### src/rtl/aes_key_schedule.sv
// aes_key_schedule -- sequential AES-128 key expansion, one round per clock.
//
// A cipher key is accepted on key_valid & key_ready. Round keys 1..10 are then
// computed on the next ten edges and written into an 11-slot register file
// (slot 0 = cipher key). The cipher datapath reads any slot by index.
//
// Ports:
//   clk, rst_n          clock (rising edge), asynchronous active-low reset
//   key_valid, key_in   cipher key offer; w0 = key_in[127:96], w3 = key_in[31:0]
//   key_ready           engine can take a key (idle or finished)
//   busy                expansion in progress
//   keys_valid          slots 0..10 belong to the last accepted key
//   done                one-cycle pulse when round 10 has been written
//   rd_round, rd_key    round-key read port; slots above 10 read as zero
//
// Build option: RDKEY_REG_OUT_EN -- when defined, rd_key is registered (one
// cycle read latency, resets to 0); otherwise rd_key is a combinational mux.

module aes_sbox (
  input  logic [7:0] a_i,
  output logic [7:0] s_o
);
  localparam logic [7:0] TBL [256] = '{
    8'h63,8'h7c,8'h77,8'h7b,8'hf2,8'h6b,8'h6f,8'hc5,8'h30,8'h01,8'h67,8'h2b,8'hfe,8'hd7,8'hab,8'h76,
    8'hca,8'h82,8'hc9,8'h7d,8'hfa,8'h59,8'h47,8'hf0,8'had,8'hd4,8'ha2,8'haf,8'h9c,8'ha4,8'h72,8'hc0,
    8'hb7,8'hfd,8'h93,8'h26,8'h36,8'h3f,8'hf7,8'hcc,8'h34,8'ha5,8'he5,8'hf1,8'h71,8'hd8,8'h31,8'h15,
    8'h04,8'hc7,8'h23,8'hc3,8'h18,8'h96,8'h05,8'h9a,8'h07,8'h12,8'h80,8'he2,8'heb,8'h27,8'hb2,8'h75,
    8'h09,8'h83,8'h2c,8'h1a,8'h1b,8'h6e,8'h5a,8'ha0,8'h52,8'h3b,8'hd6,8'hb3,8'h29,8'he3,8'h2f,8'h84,
    8'h53,8'hd1,8'h00,8'hed,8'h20,8'hfc,8'hb1,8'h5b,8'h6a,8'hcb,8'hbe,8'h39,8'h4a,8'h4c,8'h58,8'hcf,
    8'hd0,8'hef,8'haa,8'hfb,8'h43,8'h4d,8'h33,8'h85,8'h45,8'hf9,8'h02,8'h7f,8'h50,8'h3c,8'h9f,8'ha8,
    8'h51,8'ha3,8'h40,8'h8f,8'h92,8'h9d,8'h38,8'hf5,8'hbc,8'hb6,8'hda,8'h21,8'h10,8'hff,8'hf3,8'hd2,
    8'hcd,8'h0c,8'h13,8'hec,8'h5f,8'h97,8'h44,8'h17,8'hc4,8'ha7,8'h7e,8'h3d,8'h64,8'h5d,8'h19,8'h73,
    8'h60,8'h81,8'h4f,8'hdc,8'h22,8'h2a,8'h90,8'h88,8'h46,8'hee,8'hb8,8'h14,8'hde,8'h5e,8'h0b,8'hdb,
    8'he0,8'h32,8'h3a,8'h0a,8'h49,8'h06,8'h24,8'h5c,8'hc2,8'hd3,8'hac,8'h62,8'h91,8'h95,8'he4,8'h79,
    8'he7,8'hc8,8'h37,8'h6d,8'h8d,8'hd5,8'h4e,8'ha9,8'h6c,8'h56,8'hf4,8'hea,8'h65,8'h7a,8'hae,8'h08,
    8'hba,8'h78,8'h25,8'h2e,8'h1c,8'ha6,8'hb4,8'hc6,8'he8,8'hdd,8'h74,8'h1f,8'h4b,8'hbd,8'h8b,8'h8a,
    8'h70,8'h3e,8'hb5,8'h66,8'h48,8'h03,8'hf6,8'h0e,8'h61,8'h35,8'h57,8'hb9,8'h86,8'hc1,8'h1d,8'h9e,
    8'he1,8'hf8,8'h98,8'h11,8'h69,8'hd9,8'h8e,8'h94,8'h9b,8'h1e,8'h87,8'he9,8'hce,8'h55,8'h28,8'hdf,
    8'h8c,8'ha1,8'h89,8'h0d,8'hbf,8'he6,8'h42,8'h68,8'h41,8'h99,8'h2d,8'h0f,8'hb0,8'h54,8'hbb,8'h16
  };
  assign s_o = TBL[a_i];
endmodule

module aes_key_schedule #(
  parameter int NR    = 10,
  parameter int KEY_W = 128
) (
  input  logic         clk,
  input  logic         rst_n,
  input  logic         key_valid,
  input  logic [127:0] key_in,
  output logic         key_ready,
  output logic         busy,
  output logic         keys_valid,
  output logic         done,
  input  logic [3:0]   rd_round,
  output logic [127:0] rd_key
);
  typedef enum logic [1:0] {IDLE, EXPAND, DONE} state_e;

  state_e              state_q, state_d;
  logic [3:0]          cnt_q, cnt_d;
  logic [127:0]        work_q, work_d;
  logic [10:0][127:0]  slots_q, slots_d;
  logic                kv_q, kv_d, done_q, done_d;

  logic [31:0]         w3;
  logic [3:0][7:0]     sb_in, sb_out;
  logic [7:0]          rcon;
  logic [31:0]         t, w0n, w1n, w2n, w3n;
  logic [127:0]        rk;

  // RotWord folded into the S-box input order: lane 3 (MSB) takes w3 byte 2.
  assign w3    = work_q[31:0];
  assign sb_in = {w3[23:16], w3[15:8], w3[7:0], w3[31:24]};

  for (genvar g = 0; g < 4; g++) begin : g_sbox
    aes_sbox u_sbox (.a_i(sb_in[g]), .s_o(sb_out[g]));
  end

  always_comb begin
    rcon = 8'h00;
    case (cnt_q)
      4'd1:  rcon = 8'h01;
      4'd2:  rcon = 8'h02;
      4'd3:  rcon = 8'h04;
      4'd4:  rcon = 8'h08;
      4'd5:  rcon = 8'h10;
      4'd6:  rcon = 8'h20;
      4'd7:  rcon = 8'h40;
      4'd8:  rcon = 8'h80;
      4'd9:  rcon = 8'h1b;
      4'd10: rcon = 8'h36;
      default: rcon = 8'h00;
    endcase
  end

  assign t   = sb_out ^ {rcon, 24'h0};
  assign w0n = work_q[127:96] ^ t;
  assign w1n = work_q[95:64]  ^ w0n;
  assign w2n = work_q[63:32]  ^ w1n;
  assign w3n = work_q[31:0]   ^ w2n;
  assign rk  = {w0n, w1n, w2n, w3n};

  assign key_ready  = (state_q != EXPAND);
  assign busy       = (state_q == EXPAND);
  assign keys_valid = kv_q;
  assign done       = done_q;

  always_comb begin
    state_d = state_q;
    cnt_d   = cnt_q;
    work_d  = work_q;
    slots_d = slots_q;
    kv_d    = kv_q;
    done_d  = 1'b0;
    case (state_q)
      IDLE, DONE: begin
        if (key_valid) begin
          slots_d[0] = key_in;
          work_d     = key_in;
          cnt_d      = 4'd1;
          kv_d       = 1'b0;
          state_d    = EXPAND;
        end
      end
      EXPAND: begin
        for (int i = 1; i <= NR; i++)
          if (cnt_q == 4'(i)) slots_d[i] = rk;
        work_d = rk;
        cnt_d  = cnt_q + 4'd1;
        if (cnt_q == 4'(NR)) begin
          state_d = DONE;
          kv_d    = 1'b1;
          done_d  = 1'b1;
        end
      end
      default: state_d = IDLE;
    endcase
  end

  always_ff @(posedge clk or negedge rst_n) begin
    if (!rst_n) begin
      state_q <= IDLE;
      cnt_q   <= '0;
      work_q  <= '0;
      slots_q <= '0;
      kv_q    <= 1'b0;
      done_q  <= 1'b0;
    end else begin
      state_q <= state_d;
      cnt_q   <= cnt_d;
      work_q  <= work_d;
      slots_q <= slots_d;
      kv_q    <= kv_d;
      done_q  <= done_d;
    end
  end

  // Slot read mux; indices 11..15 fall through to zero.
  logic [127:0] rd_mux;
  always_comb begin
    rd_mux = '0;
    for (int i = 0; i <= NR; i++)
      if (rd_round == 4'(i)) rd_mux = slots_q[i];
  end

`ifdef RDKEY_REG_OUT_EN
  logic [127:0] rd_key_q;
  always_ff @(posedge clk or negedge rst_n) begin
    if (!rst_n) rd_key_q <= '0;
    else        rd_key_q <= rd_mux;
  end
  assign rd_key = rd_key_q;
`else
  assign rd_key = rd_mux;
`endif

endmodule

### config.mk
export PLATFORM = sky130hd
export DESIGN_NAME = aes_key_schedule
export DESIGN_NICKNAME = d
export VERILOG_FILES = /design/src/rtl/aes_key_schedule.sv
export SDC_FILE = /design/constraint.sdc
export NUM_CORES = 2
export LEC_CHECK = 0
export ABC_AREA = 1
export CAP_MARGIN = 5
export CORE_ASPECT_RATIO = 0.75
export CORE_MARGIN = 4
export CORE_UTILIZATION = 50
export CTS_CLUSTER_SIZE = 14
export DETAILED_ROUTE_END_ITERATION = 8
export PLACE_DENSITY = 0.67
export SETUP_SLACK_MARGIN = 0.2
export SLEW_MARGIN = 40
export SYNTH_ARGS = -nofsm -noshare
export SYNTH_HDL_FRONTEND = slang
export SYNTH_SLANG_ARGS = --single-unit
### constraint.sdc
create_clock -name clk -period 4.51 [get_ports clk]
set_input_delay 1.353 -clock clk [delete_from_list [all_inputs] [get_ports clk]]
set_output_delay 1.353 -clock clk [all_outputs]
set_load 0.005 [all_outputs]
---- Word level (Yosys, flattened, before mapping) ----
Memories as Yosys holds them, arrays and structs flattened.
Cells that the tools add are included.
storage, ports and cells
  memories ................................ 5
  output and inout bits ................... 132
  flip-flop bits (word level) ............. 1,544
  bits in read-only memories .............. 8,320
memory list
  name             words  width  rd ports  clocked after memory_dff  write ports  RTL line  source
  (no name shown)  256    8      1         0                         0            41        assign s_o = TBL[a_i];
  (no name shown)  256    8      1         0                         0            41
  (no name shown)  256    8      1         0                         0            41
  (no name shown)  256    8      1         0                         0            41
  (no name shown)  16     8      1         0                         0            83        case (cnt_q)
operators by class
  add/sub/neg operators ................... 1
  eq/ne operators ......................... 25
  multiplexer cells ....................... 31
  reductions and logical operators ........ 18
  magnitude comparators ................... 4
  bitwise logic cells ..................... 9
operators with widths
  kind                                                             number
  128-bit two-way mux                                              12
  128-bit case mux with 2 select lines                             1
  32-bit bitwise XOR                                               5
  8-bit two-way mux                                                8
  9-bit greater-or-equal comparator, second input constant         4
  8-bit inverter with 9-bit output                                 4
  4-bit by 3-bit == test with 1-bit output, second input constant  8
  2-bit AND reduction                                              13
  4-bit == test, second input constant                             6
  4-bit by 2-bit == test with 1-bit output, second input constant  4
  4-bit by 1-bit == test with 1-bit output, second input constant  2
  4-bit case mux with 2 select lines                               1
  4-bit by 1-bit adder with 4-bit output, second input constant    1
  4-bit logical NOT                                                1
  1-bit two-way mux                                                4
  2-bit two-way mux                                                2
  4-bit two-way mux                                                1
  2-bit by 1-bit != test with 1-bit output, second input constant  2
  2-bit case mux with 2 select lines                               1
  3-bit AND reduction                                              1
  2-bit by 1-bit == test with 1-bit output, second input constant  1
  2-bit == test, second input constant                             1
  2-bit logical NOT                                                1
  2-bit != test, second input constant                             1
  3 further kinds                                                  3

---- Depth between registers and ports, before layout ----
  word-level depth ........................ 12
  mapped depth ............................ 24
  depth with buffers taken out ............ 21

---- Modules after synthesis ----
A second synthesis with hierarchy kept.
unflattened totals
  cells, all modules ...................... 10,860
  area, all modules ....................... 80,946.4 um^2
by module, submodules not included
  module                           area each (um^2)  cells an instance  instances
  aes_key_schedule                 68,674.6          8,325              1
  aes_sbox (g_sbox[1].u_sbox ...)  3,093.0           635                3
  aes_sbox (g_sbox[0].u_sbox)      2,992.9           630                1

---- Worst setup path after synthesis ----
No wires, ideal clock.
  path kind ............................... input to output
  start point ............................. input port rd_round[3]
  end point ............................... output port rd_key[114]
  data required time ...................... 3.157 ns
  cell stages on the path ................. 10
  data arrival time ....................... 2.883 ns
  path slack .............................. 0.274 ns
  buffers on the path ..................... 3
  path through ............................ nor2_1 > clkbuf_1 > nand2_1 > buf_1 > buf_1 > o221ai_1 > a21oi_1 > o21ai_0 > nor4_1 > o2111ai_1
between the ends
  word-level cells in the longest chain between the ends .. 12
RTL lines
  what                               RTL line  source
  start: declaration                 56        input logic [3:0] rd_round,
  4-bit logical NOT                  165       if (rd_round == 4'(i)) rd_mux = slots_q[i];
  128-bit two-way mux (10 in a row)  165
  128-bit two-way mux *              165
  end: declaration                   57        output logic [127:0] rd_key
Mark *: on every way between the ends. The rest lies on a longest branch, timed or not.

---- Worst setup path in the final report ----
  start point ............................. input port rd_round[2]
  end point ............................... output port rd_key[29]
Same word-level chain as after synthesis.

==> parameters.txt <==
Parameter                              Value

Floorplanning
  Die Y-Extent ... 358 µm
  X dimension of the die ... 474 µm
  Initial standard-cell utilization of the core ... 50.2%
  Number of standard-cell rows in the floorplan ... 128
  Number of primary I/O pins ... 267
  DIE AREA ... 0.170 mm²
  Core area ... 0.162 mm²

Finish
  Layout overhead on the synthesized area ... 25.9%
  Final core utilization ... 63.2%
  FILL cells ... 13,600
  Fraction of final layout cells sized beyond drive strength 1 ... 18.0%
  Final #Nets ... 11,600

Critical path
  Critical Path Start Type ... primary input
  CP cell instances ... buf_8 -> inv_4 -> nor2_4 -> buf_6 -> clkinvlp_4 -> buf_12 -> nor2_4 -> inv_4 -> buf_12 -> buf_16 -> o21ai_2 -> nand2_1 -> a21oi_2 -> nand4_1 -> buf_2
  Critical Path Max Stage Delay ... 0.28 ns
  Critical path start-end classification ... in2out
  Critical Path AT ... 3.42 ns
  Slowest stage cell on the critical path ... sky130_fd_sc_hd__nand4_1
  Total buffers and inverters traversed by the critical path ... 9
  Family of cells with the greatest summed delay on the critical path ... buffers and inverters
  Maximum fanout along the worst path ... 7
  Worst Path Required ... 3.16 ns
  Endpoint class of the critical path ... primary output

Run status
  Result of the run ... finished with violations
  Violations in the final reports ... DRC, setup timing

Global route
  Maximum number of pins on one net before global-route repair ... 155
  Vias in the first global route ... 82,800
  First-pass GRT wire length ... 571,000 µm
  Remaining Overflow, GRT ... 0
  Initial antenna violation count ... 17
  Total routing usage reported by global routing ... 45.8%

Synth
  Cell types occupying the most area after synthesis ... sky130_fd_sc_hd__dfrtp_1, sky130_fd_sc_hd__nand2_1, sky130_fd_sc_hd__nand3_1, sky130_fd_sc_hd__o21ai_0, sky130_fd_sc_hd__inv_1
  Main flop type after synthesis ... sky130_fd_sc_hd__dfrtp_1
  Total number of yosys warnings ... 0
  Register bit total from synthesis ... 1,544
  Share of Yosys cell area claimed by the top area cell type ... 47.4%
  Cell count after synthesis ... 10,700
  Share of flip-flops with an asynchronous set or reset ... 100%
  Cell type contributing the most total cell area after synthesis ... sky130_fd_sc_hd__dfrtp_1
  Post-synthesis instance area ... 0.0815 mm²
  Synthesized area divided by synthesized cell count ... 7.58 µm²
  Sequential-to-total area share from yosys stat ... 47.4%
  Number of nets in the synthesized netlist ... 10,900
  Number of distinct library cells after synthesis ... 48
  Post-synth EDFFs ... 0

STA
  Worst path setup slack after routing ... -0.260 ns
  Period utilisation layout ... 106%
  Total setup violations reported at the end of the flow ... 128
  Worst-Margin Slew ... 1.10 ns
  Final Max Tran Viols ... 0
  Unrepaired setup endpoints after global routing ... yes
  Clock period minus worst slack ... 4.77 ns
  Fmax ... 210 MHz
  Final hold viol count ... 0
  Worst slew margin relative to its limit ... 26.8%
  Worst Skew ... 0.0646 ns

Routing
  Via density ... 6.42
  Number of nets still failing antenna checks after routing ... 0
  Post-detailed-route wirelength per cell ... 29.4 µm
  Vias ... 88,000
  Iteration-0 DRC Markers ... 14,800
  Detailed-route wire length ... 403,000 µm
  # DRC ... 6
  Pre-antenna DRT Iters ... 9

Place
  Dpl hpwl ... 265,000 µm
  Buffers added on ports ... 266
  Final estimated routing congestion in global placement ... 1.08

Power
  Max VDD drop ... 0.828 mV
  Fraction of power spent switching nets ... 53.0%
  Overall power ... 0.0953 W
  Combinational group share of total power ... 60.9%
  Internal cell power ... 0.0448 W
  Net load switching power ... 0.0505 W
  Seq pwr share ... 25.1%
  Clock group share of total power ... 14.1%
  Leakage power summed over all cells ... 49.4 nW
  Pwr Density ... 928 mW/mm²

Clock tree
  Number of CTS-inserted buffers ... 154
  CTS sink count ... 1,544
  Maximum count of clock buffers along a single path ... 3
  Clock transition at path regs ... 0.06 ns
  Clock latency reported for the late side of the worst-skew pair ... 0.85 ns
  Level count of the clock H-tree ... 4
  Clock tree from TritonCTS ... yes
  Clock tree root driver cell ... sky130_fd_sc_hd__clkbuf_16

Run
  Max-cap violations ... 0

Worst hold path
  Worst min path class ... in2async
## state kept, by name (all words and copies together), names as in the netlist
signal      cells
slots_q      1408
work_q        128
cnt_q           4
state_q         2
done            1
keys_valid      1
## placed cells by master (no fill, tap or decap), drive strengths merged, types with 67 or more instances in the layout
cell              n
nand2          3326
nand3          1707
dfrtp          1544
o21ai          1255
buf            1185
inv             761
nor2            398
a21oi           244
clkbuf          225
clkdlybuf4s50   133
nand4           108
o22ai           100
o211ai           95
a31oi            69
o2111ai          67
## cell type report
class                           count  area (µm²)  share of cell area [%]
Sequential cell                  1544       38600                    37.7
Timing Repair inverter              1        11.3                  0.0110
Inverter                          759        2990                    2.91
Multi-Input combinational cell   7642       39000                    38.0
Clock inverter                     55         748                   0.729
Timing Repair Buffer             1338       14100                    13.7
Clock buffer                      215        4440                    4.33
Antenna cell                       11        27.5                  0.0268
Tap cell                         2145        2680                    2.62
## repair_timing
action / CTS / global route
setup endpoints to repair: 128 / 132
hold buffers: 0 / 0
cloned: 29 / 8
buffers inserted: 159 / 57
gates resized for setup: 1118 / 320
pin swaps: 211 / 213
## worst register-to-register path, delay by kind of cell (launching register included)
family | cells | cell delay (ns)
AO/OA/AOI/OAI | 2 | 0.47
buffers and inverters | 3 | 0.86
adder cells (fa/ha/maj) | 1 | 0.58
AND/OR/NAND/NOR | 11 | 1.80
flip-flops | 1 | 0.39
## cells by family (layout without fill, tap and decap cells)
| group | Yosys count | count (layout) | synth area share (%) |
|---|---|---|---|
| DFF | 1544 | 1544 | 47.4 |
| xor gates and xnor gates | 8 | 8 | 0.0860 |
| AOI/OAI and AO/OA | 1986 | 1986 | 13.8 |
| buffers and inverters | 1559 | 2368 | 8.10 |
| and+or+nand+nor | 5584 | 5584 | 29.6 |
| adders and majority gates | 64 | 64 | 0.992 |
| other | 0 | 11 | 0 |
## synthesized netlist by cell type, types with 14 or more instances
library cell,instances
sky130_fd_sc_hd__a211oi_1,16
sky130_fd_sc_hd__nor4_1,27
sky130_fd_sc_hd__nand4_1,108
sky130_fd_sc_hd__o21ai_1,43
sky130_fd_sc_hd__o2111ai_1,67
sky130_fd_sc_hd__buf_1,62
sky130_fd_sc_hd__nand3_2,68
sky130_fd_sc_hd__ha_1,63
sky130_fd_sc_hd__buf_6,46
sky130_fd_sc_hd__o221ai_1,56
sky130_fd_sc_hd__nand2_2,50
sky130_fd_sc_hd__clkbuf_1,488
sky130_fd_sc_hd__buf_4,56
sky130_fd_sc_hd__nand3_1,1635
sky130_fd_sc_hd__buf_2,134
sky130_fd_sc_hd__dfrtp_1,1544
sky130_fd_sc_hd__a31oi_1,69
sky130_fd_sc_hd__o211ai_1,95
sky130_fd_sc_hd__o2111a_1,15
sky130_fd_sc_hd__nand2_1,3263
sky130_fd_sc_hd__o22ai_1,100
sky130_fd_sc_hd__a221oi_1,42
sky130_fd_sc_hd__o21bai_1,21
sky130_fd_sc_hd__o21ai_0,1212
sky130_fd_sc_hd__inv_2,32
sky130_fd_sc_hd__nor2_1,395
sky130_fd_sc_hd__a21oi_1,239
sky130_fd_sc_hd__inv_1,718
sky130_fd_sc_hd__clkbuf_2,14
## stage by stage
step / cell area (µm²) / TNS, ns / hold slack [ns] / setup WS (ns) / std cells
2_1_floorplan: 81500 / 0 / 0.444 / 0.274 / 10700
3_3_place_gp: 91300 / -124.24 / 0.459 / -1.20 / 13200
3_5_place_dp: 91300 / -128.19 / 0.460 / -1.22 / 13200
4_1_cts: 100000 / -9.01 / 0.420 / -0.218 / 13600
5_1_grt: 103000 / -21.34 / 0.428 / -0.308 / 13700
6_report: 103000 / -17.51 / 0.438 / -0.260 / 13700
## path summary, 6_finish.rpt
kind | from | end | slack, ns | cells past startpoint
hold reg to reg | slots_q[789] | slots_q[789] | 0.48 | 2
setup reg to reg | work_q[0] | slots_q[555] | 0.22 | 17
hold / removal | rst_n | slots_q[806] | 0.44 | 1
min in group clk | slots_q[789] | slots_q[789] | 0.48 | 2
max in group asynchronous | rst_n | slots_q[1307] | 2.72 | 3
setup / recovery | rd_round[2] | rd_key[29] | -0.26 | 15
## power by group through the flow
stage | combinational [W] | sequential [W] | clock [W]
2_1_floorplan | 0.0292 | 0.0227 | 0
3_3_place_gp | 0.0536 | 0.0233 | 0
6_report | 0.0580 | 0.0239 | 0.0134
5_1_grt | 0.0607 | 0.0243 | 0.0140
3_5_place_dp | 0.0541 | 0.0235 | 0
4_1_cts | 0.0547 | 0.0235 | 0.0133
## metal layers
| layer | up-vias | GRT usage (%) | wire (µm) | share of wire (%) |
|---|---|---|---|---|
| met1 | 42600 | 61.7 | 152000 | 38 |
| met3 | 1287 | 17.0 | 61000 | 15 |
| met5 | - | 1.72 | 513 | 0.13 |
| li1 | 37200 | - | - | - |
| met4 | 6 | 27.7 | 28700 | 7.1 |
| met2 | 6895 | 62.5 | 161000 | 40 |
No activity file was read; power rests on OpenSTA's default activity.
